`config.mk`:
```
export PLATFORM = sky130hd
export DESIGN_NAME = bootrom_ahb_if
export DESIGN_NICKNAME = d
export VERILOG_FILES = /design/src/rtl/bootrom_ahb_if.sv
export SDC_FILE = /design/constraint.sdc
export NUM_CORES = 1
export LEC_CHECK = 0
export ABC_AREA = 1
export CORE_MARGIN = 5
export CORE_UTILIZATION = 21
export DETAILED_ROUTE_END_ITERATION = 12
export PLACE_DENSITY = 0.86
export SLEW_MARGIN = 20
export SYNTH_ARGS = -nofsm -noshare
export SYNTH_HDL_FRONTEND = slang
export SYNTH_SLANG_ARGS = --single-unit
```
`constraint.sdc`:
```
create_clock -name CLK -period 1.6 [get_ports CLK]
set_clock_uncertainty 0.2 [all_clocks]
set_input_delay 0.24 -clock CLK [delete_from_list [all_inputs] [get_ports CLK]]
set_output_delay 0.24 -clock CLK [all_outputs]
set_load 0.005 [all_outputs]
```
`src/rtl/bootrom_ahb_if.sv`:
```
// AHB-Lite read-only slave front end for the bootrom macro.
// Turns read address phases into the ROM's EN/W_ADDR request and answers writes with a two-cycle ERROR.
module bootrom_ahb_if #(
  parameter int AW_ADDR_W   = 8,
  parameter int WAIT_STATES = 0
) (
  input  logic                 CLK,
  input  logic                 RST,
  input  logic                 HSEL,
  input  logic [31:0]          HADDR,
  input  logic [1:0]           HTRANS,
  input  logic                 HWRITE,
  input  logic [2:0]           HSIZE,
  input  logic                 HREADY,
  output logic [31:0]          HRDATA,
  output logic                 HREADYOUT,
  output logic                 HRESP,
  output logic                 ROM_EN,
  output logic [AW_ADDR_W-1:0] ROM_ADDR,
  input  logic [31:0]          ROM_RDATA
);

  typedef enum logic [1:0] {IDLE, RD_DATA, ERR1, ERR2} state_t;

  localparam logic [1:0] WS_LOAD = 2'(WAIT_STATES);

  state_t      state;
  logic [1:0]  wcnt;
  logic [31:0] rdata_q;
  logic        hreadyout_q;
  logic        hresp_q;

  logic acc, rd_acc, wr_acc;
  logic can_accept;
  logic data_valid;
  logic unused_bits;

  assign acc    = HSEL & HTRANS[1] & HREADY;
  assign rd_acc = acc & ~HWRITE;
  assign wr_acc = acc & HWRITE;

  // The macro samples EN/W_ADDR itself at the end of the address phase.
  assign ROM_EN   = rd_acc & ~RST;
  assign ROM_ADDR = HADDR[AW_ADDR_W+1:2];

  // A new transfer can only start in a cycle where this slave shows HREADYOUT=1.
  assign can_accept = (state == IDLE) || (state == ERR2) ||
                      ((state == RD_DATA) && (wcnt == 2'd0));
  assign data_valid = (state == RD_DATA) && (wcnt == 2'd0);

  assign HREADYOUT = hreadyout_q;
  assign HRESP     = hresp_q;
  assign HRDATA    = !data_valid       ? 32'h0 :
                     (WAIT_STATES == 0) ? ROM_RDATA : rdata_q;

  // NOTE: sequential state uses non-blocking assignments so every register sees pre-edge values.
  always_ff @(posedge CLK) begin
    if (RST) begin
      state       <= IDLE;
      wcnt        <= 2'd0;
      hreadyout_q <= 1'b1;
      hresp_q     <= 1'b0;
    end else if (can_accept) begin
      if (rd_acc) begin
        state       <= RD_DATA;
        wcnt        <= WS_LOAD;
        hreadyout_q <= (WS_LOAD == 2'd0);
        hresp_q     <= 1'b0;
      end else if (wr_acc) begin
        state       <= ERR1;
        hreadyout_q <= 1'b0;
        hresp_q     <= 1'b1;
      end else begin
        state       <= IDLE;
        hreadyout_q <= 1'b1;
        hresp_q     <= 1'b0;
      end
    end else if (state == ERR1) begin
      state       <= ERR2;
      hreadyout_q <= 1'b1;
      hresp_q     <= 1'b1;
    end else begin
      // Read wait cycle: ready rises together with the final data cycle.
      wcnt        <= wcnt - 2'd1;
      hreadyout_q <= (wcnt == 2'd1);
      hresp_q     <= 1'b0;
    end
  end

  // With wait states, ROM_RDATA is held here so the final data cycle is independent of the macro.
  always_ff @(posedge CLK) begin
    if (RST) begin
      rdata_q <= 32'h0;
    end else if ((WAIT_STATES > 0) && (state == RD_DATA) && (wcnt == WS_LOAD)) begin
      rdata_q <= ROM_RDATA;
    end
  end

  assign unused_bits = ^{HSIZE, HTRANS[0], HADDR[31:AW_ADDR_W+2], HADDR[1:0]};

endmodule

```
==> results.md, run 1 <==
* Ports at 117
* Worst-margin pin slew at 0.207 ns
* GRT Util Overall at 0.134
* Clock period minus worst slack at 1.73 ns
* Num CTS Buffers at 3
* Clk pwr share at 0.186
* CTS tree: yes
* Clk buf depth at 2
* CP Capture Type: primary output
* Fin area at 0.00172 mm^2
* Sequential Power Share at 0.228
* Via count at 1,012
* P_sw at 243 uW
* DIE AREA at 0.00453 mm^2
* Worst-Skew Late Latency at 0.24 ns
* CP required at 1.16 ns
* Worst vdd ir at 0.532 mV
* DRT iter0 DRCs at 13
* WP data arrival at 1.29 ns
* Syn Inst Count at 122
* Pwr per Cell Area at 424 mW/mm^2
* Crit Path Max Fanout at 8
* CTS Sinks at 6
* First-pass GRT wire length at 4.60 mm
* Wire per inst at 12.1 um
* P&R area growth vs syn at 149%
* Synth warnings at 0
* Pleak at 0.000895 uW
* Combinational share of power at 0.586
* Post-Route WL at 3.03 mm
* Die Y at 67.3 um
* First-pass DRT Iterations at 4
* Gr ovfl total at 0
* Ant diodes at 0
* Tcrit/Tclk final at 1.08
* Slew Limit Fails at 0
* Die width at 67.3 um
* Antenna violations before repair at 0
* Yosys reg bits at 6
* Critical Path Source Type: flop
* Fmax at 0.578 GHz
* Core Region at 0.00310 mm^2
* Status: finished with violations
* Syn_area_per_cell at 5.65 um^2
* Min Hold Slack at 0.280 ns
* Post-route ant nets at 0
* Initial Utilization at 0.222
* CTS clk-pin slew, worst paths at 0.05 ns
* DR DRC count at 0
* Root Buffer: clkbuf_4
* Number of global-route vias before repair at 957
* Netlist cell types at 19
* P_int at 484 uW
* Largest net degree at the start of global routing at 9
* Failing checks: setup timing
* Tot Pwr at 727 uW
* Final setup violation count at 37
* Slew Limit Headroom at 0.862
* Nets at 286
* Setup slack after layout at -0.130 ns
* Reg-to-reg setup timing slack at -0.08 ns
* Placer Congestion at 0.742
* Placed inst area at 0.00145 mm^2
* Switch share at 0.334
* Fillers at 304
* Final Hold Vio Count at 0
* Synthesized Nets at 200
* PortBufs at 72
* Share of cells above drive strength 1 at 0.481
* Max_cap viols at 0
* Max H-tree Level at 1
* Worst Hold Class: primary input to primary output
* Most common cell after layout, fill and taps aside: clkdlybuf4s50_1
* Most frequent cells in the layout: clkdlybuf4s50_1 (39), inv_1 (38), buf_2 (31)
* Setup CP Type: flop to primary output
* Hold buffers post-CTS at 0
* Post-synthesis sequential area ratio at 0.174
* DP Worst Slack at -0.287 ns
* Mapped Area at 689 um^2
* Num rows at 20
* Hpwl dp at 1.95 mm
* Vias/cell at 4.05
* RSZ-0062 raised after global routing: yes
kinds of logic after synthesis:
kind of cell,Yosys count,share of synthesized area
simple gates,55,0.374
buf+inv,54,0.343
flops,6,0.174
fa+ha+maj,4,0.0726
compound gates,3,0.0363
state kept, by name, indices dropped and copies added (netlist names):
register   flops
state          2
wcnt           2
HREADYOUT      1
HRESP          1
worst paths after layout:
check             startpoint     endpoint  depth (start not counted)
hold reg to reg     state[1]     state[1]                          3
setup reg to reg     wcnt[0]      wcnt[1]                         10
hold / removal      HADDR[3]  ROM_ADDR[1]                          0
setup / recovery     wcnt[0]   HRDATA[16]                          7
synthesized netlist by cell type, drive strengths merged:
| cell type | count | share of area |
|---|---|---|
| inv | 43 | 0.23 |
| nor2 | 38 | 0.21 |
| buf | 11 | 0.11 |
| nand2 | 11 | 0.078 |
| dfxtp | 6 | 0.17 |
| ha | 4 | 0.073 |
| nand3 | 3 | 0.036 |
| a21boi | 1 | 0.016 |
| a21oi | 1 | 0.0073 |
| nand3b | 1 | 0.029 |
| nand4 | 1 | 0.0091 |
| nor3b | 1 | 0.011 |
| o21ai | 1 | 0.013 |
power groups by stage:
stage	Sequential, uW	Combinational, uW	Clock [uW]
2_1_floorplan	166	111	0
3_3_place_gp	165	271	0
3_5_place_dp	165	276	0
4_1_cts	165	387	141
5_1_grt	166	458	159
6_report	166	426	135
per-layer routing:
| layer | up-vias | track usage | share of wire |
|---|---|---|---|
| li1 | 502 | - | - |
| met1 | 449 | 0.127 | 0.34 |
| met2 | 53 | 0.260 | 0.53 |
| met3 | 8 | 0.0566 | 0.11 |
| met4 | 0 | 0.0354 | 0.016 |
| met5 | - | 0 | 0 |
cell type report:
type | count | area, um^2 | area share
clock buffer | 3 | 22.5 | 0.0131
inverter | 43 | 161 | 0.0941
multi-input combinational | 65 | 584 | 0.341
sequential | 6 | 125 | 0.0729
tap | 44 | 55.1 | 0.0321
timing repair buffer | 89 | 767 | 0.447
stage by stage:
stage,std cells,setup TNS [ns],utilization
final,250,-3.07,0.553
after floorplan,122,0,-
after CTS,250,-2.64,0.510
after global placement,235,-9.09,0.467
after detailed placement,235,-9.60,0.467
after global routing,250,-5.74,0.553
worst max-delay path, stage by stage (launching register included):
cell	delay (ns)
dfxtp_2	0.32
inv_2	0.07
ha_4	0.16
buf_12	0.11
nand2_8	0.06
buf_8	0.14
nor2_1	0.08
buf_2	0.11
timing repair:
item / in CTS / in global routing
buffers inserted: 10 / 0
gates resized for setup: 158 / 35
pin swaps: 5 / 5
setup endpoints to repair: 39 / 39
gates cloned: 3 / 0
Note: power is estimated with default switching activity, not from simulation.
==> run 2, diff against run 1 <==
- CAP_MARGIN: unset -> 20
==> results of run 2 <==
Same layout as run 1: the final DEF is identical, and so are final timing and power.
==> run 3, diff against run 2 <==
- SKIP_LAST_GASP: unset -> 1
==> run 3 against run 2 <==
The flow still finishes with violations (setup timing). Fmax is essentially flat. Utilization is 0.16 points lower. Non-clock buffer count unchanged. First-iteration DRC count is the same. Cell count unchanged. Combinational power barely moved. Highest routed layer unchanged. Final area shrank 0.29%.
==> results.md, run 3 (synthesis gave the netlist of run 1 again) <==
* Status: finished with violations
* Failing checks: setup timing
* Num CTS Buffers at 3 (unchanged)
* Placer Congestion at 0.742 (unchanged)
* CTS clk-pin slew, worst paths at 0.05 ns (about the same)
* Crit Path Max Fanout at 8 (unchanged)
* Vias/cell at 4.05 (unchanged)
* Setup slack after layout at -0.130 ns (-0.0000480 ns)
* Wire per inst at 12.1 um (about the same)
* First-pass DRT Iterations at 4 (unchanged)
* Most frequent cells in the layout: clkdlybuf4s50_1 (39), inv_1 (38), buf_2 (31)
* Gr ovfl total at 0 (unchanged)
* CTS Sinks at 6 (unchanged)
* Core Region at 0.00310 mm^2 (unchanged)
* DR DRC count at 0 (unchanged)
* Hpwl dp at 1.95 mm (unchanged)
* Largest net degree at the start of global routing at 9 (unchanged)
* Placed inst area at 0.00145 mm^2 (unchanged)
* Critical Path Source Type: flop
* CTS tree: yes
* Setup crit start: wcnt[0]
* Pwr per Cell Area at 424 mW/mm^2 (about the same)
* Most common cell after layout, fill and taps aside: clkdlybuf4s50_1
* Die width at 67.3 um (unchanged)
* P&R area growth vs syn at 148%
* DP Worst Slack at -0.287 ns (unchanged)
* Clock period minus worst slack at 1.73 ns (+0.0000480 ns)
* Fin area at 0.00171 mm^2 (-0.29%)
* RSZ-0062 raised after global routing: yes
* Worst Hold Launch: HADDR[3]
* GRT Util Overall at 0.134 (unchanged)
* Worst vdd ir at 0.532 mV (about the same)
* R2R depth at 10 (unchanged)
* Antenna violations before repair at 0 (unchanged)
* RR Endpoint: wcnt[1]
* Layout Cells excl Fill at 250 (unchanged)
* Max_cap viols at 0 (unchanged)
* DIE AREA at 0.00453 mm^2 (unchanged)
* Max H-tree Level at 1 (unchanged)
* Final setup violation count at 37 (unchanged)
* Ant diodes at 0 (unchanged)
* Worst-Skew Late Latency at 0.24 ns (about the same)
* Min-Delay Endpoint: ROM_ADDR[1]
* Worst R2R Start: wcnt[0]
* Final Hold Vio Count at 0 (unchanged)
* Pleak at 0.000894 uW (about the same)
* WP data arrival at 1.29 ns (about the same)
* Nets at 286 (unchanged)
* Fmax at 0.578 GHz (about the same)
* Num rows at 20 (unchanged)
* Regs by FF count: state (2), wcnt (2)
* Slew Limit Fails at 0 (unchanged)
* Worst Hold Class: primary input to primary output
* Number of global-route vias before repair at 956 (-0.10%)
* Initial Utilization at 0.222 (unchanged)
* Clk buf depth at 2 (unchanged)
* Slew Limit Headroom at 0.862 (unchanged)
* Fillers at 305 (+0.33%)
* Min Hold Slack at 0.280 ns (unchanged)
* Die Y at 67.3 um (unchanged)
* Setup CP Type: flop to primary output
* Root Buffer: clkbuf_4
* Tcrit/Tclk final at 1.08 (about the same)
* CP required at 1.16 ns (about the same)
* Via count at 1,012 (unchanged)
* Placed cell count at 235 (unchanged)
* Post-route ant nets at 0 (unchanged)
* DRT iter0 DRCs at 13 (unchanged)
* Ports at 117 (unchanged)
* Cell count of the worst hold path at 0 (unchanged)
* Post-Route WL at 3.03 mm (about the same)
* Worst-margin pin slew at 0.207 ns (unchanged)
* First-pass GRT wire length at 4.60 mm (unchanged)
* Reg-to-reg setup timing slack at -0.08 ns (about the same)
* CP Capture Type: primary output
* PortBufs at 72 (unchanged)
* Share of cells above drive strength 1 at 0.481 (unchanged)
[run 3: metal layers]
layer / part of all wire / GRT usage
met1: 0.34 / 0.127
met2: 0.53 / 0.260
met3: 0.11 / 0.0566
met4: 0.016 / 0.0354
met5: 0 / 0
[run 3: area by class of cell]
class | instances | area [um^2] | area share
Tap cell | 44 | 55.1 | 0.0322
Clock buffer | 3 | 22.5 | 0.0132
Inverter | 43 | 161 | 0.0944
Sequential cell | 6 | 125 | 0.0732
Timing Repair Buffer | 89 | 767 | 0.448
Multi-Input combinational cell | 65 | 579 | 0.339
[run 3: timing repair]
| action | 4_1_cts | 5_1_grt |
|---|---|---|
| hold buffers | 0 | 0 |
| gates resized for setup | 158 | 34 |
| endpoints found under the setup margin | 39 | 39 |
| gates cloned | 3 | 0 |
| pin swaps | 5 | 5 |
| setup buffers | 10 | 0 |
[run 3: worst max path at each step]
stage,endpoint,slack (ns),depth (start not counted)
after floorplan,HRDATA[0],0.20,5
after global placement,HRDATA[17],-0.28,5
after detailed placement,HRDATA[2],-0.29,5
after CTS,HRDATA[12],-0.12,7
after global routing,HRDATA[12],-0.19,7
final,HRDATA[16],-0.13,7
[run 3: critical path, cell delays in order (launching register included)]
cell and delay, ns:
dfxtp_2 0.32, inv_2 0.07, ha_4 0.16, buf_12 0.11
nand2_8 0.06, buf_8 0.14, nor2_1 0.08, buf_2 0.11
[run 3: power breakdown]
group,switching [uW],internal (uW),total [uW],leakage (uW)
sequential,5.08,161,166,0.0000506
clock,50.9,84.6,135,0.0000138
combinational,186,238,424,0.000830
[run 3: metrics by stage]
| step | utilization | total power [uW] | TNS, ns |
|---|---|---|---|
| final | 0.551 | 725 | -3.06 |
| after global routing | 0.551 | 782 | -5.73 |
| after CTS | 0.510 | 693 | -2.64 |
| after detailed placement | 0.467 | 441 | -9.60 |
| after global placement | 0.467 | 435 | -9.09 |
| after floorplan | - | 277 | 0 |
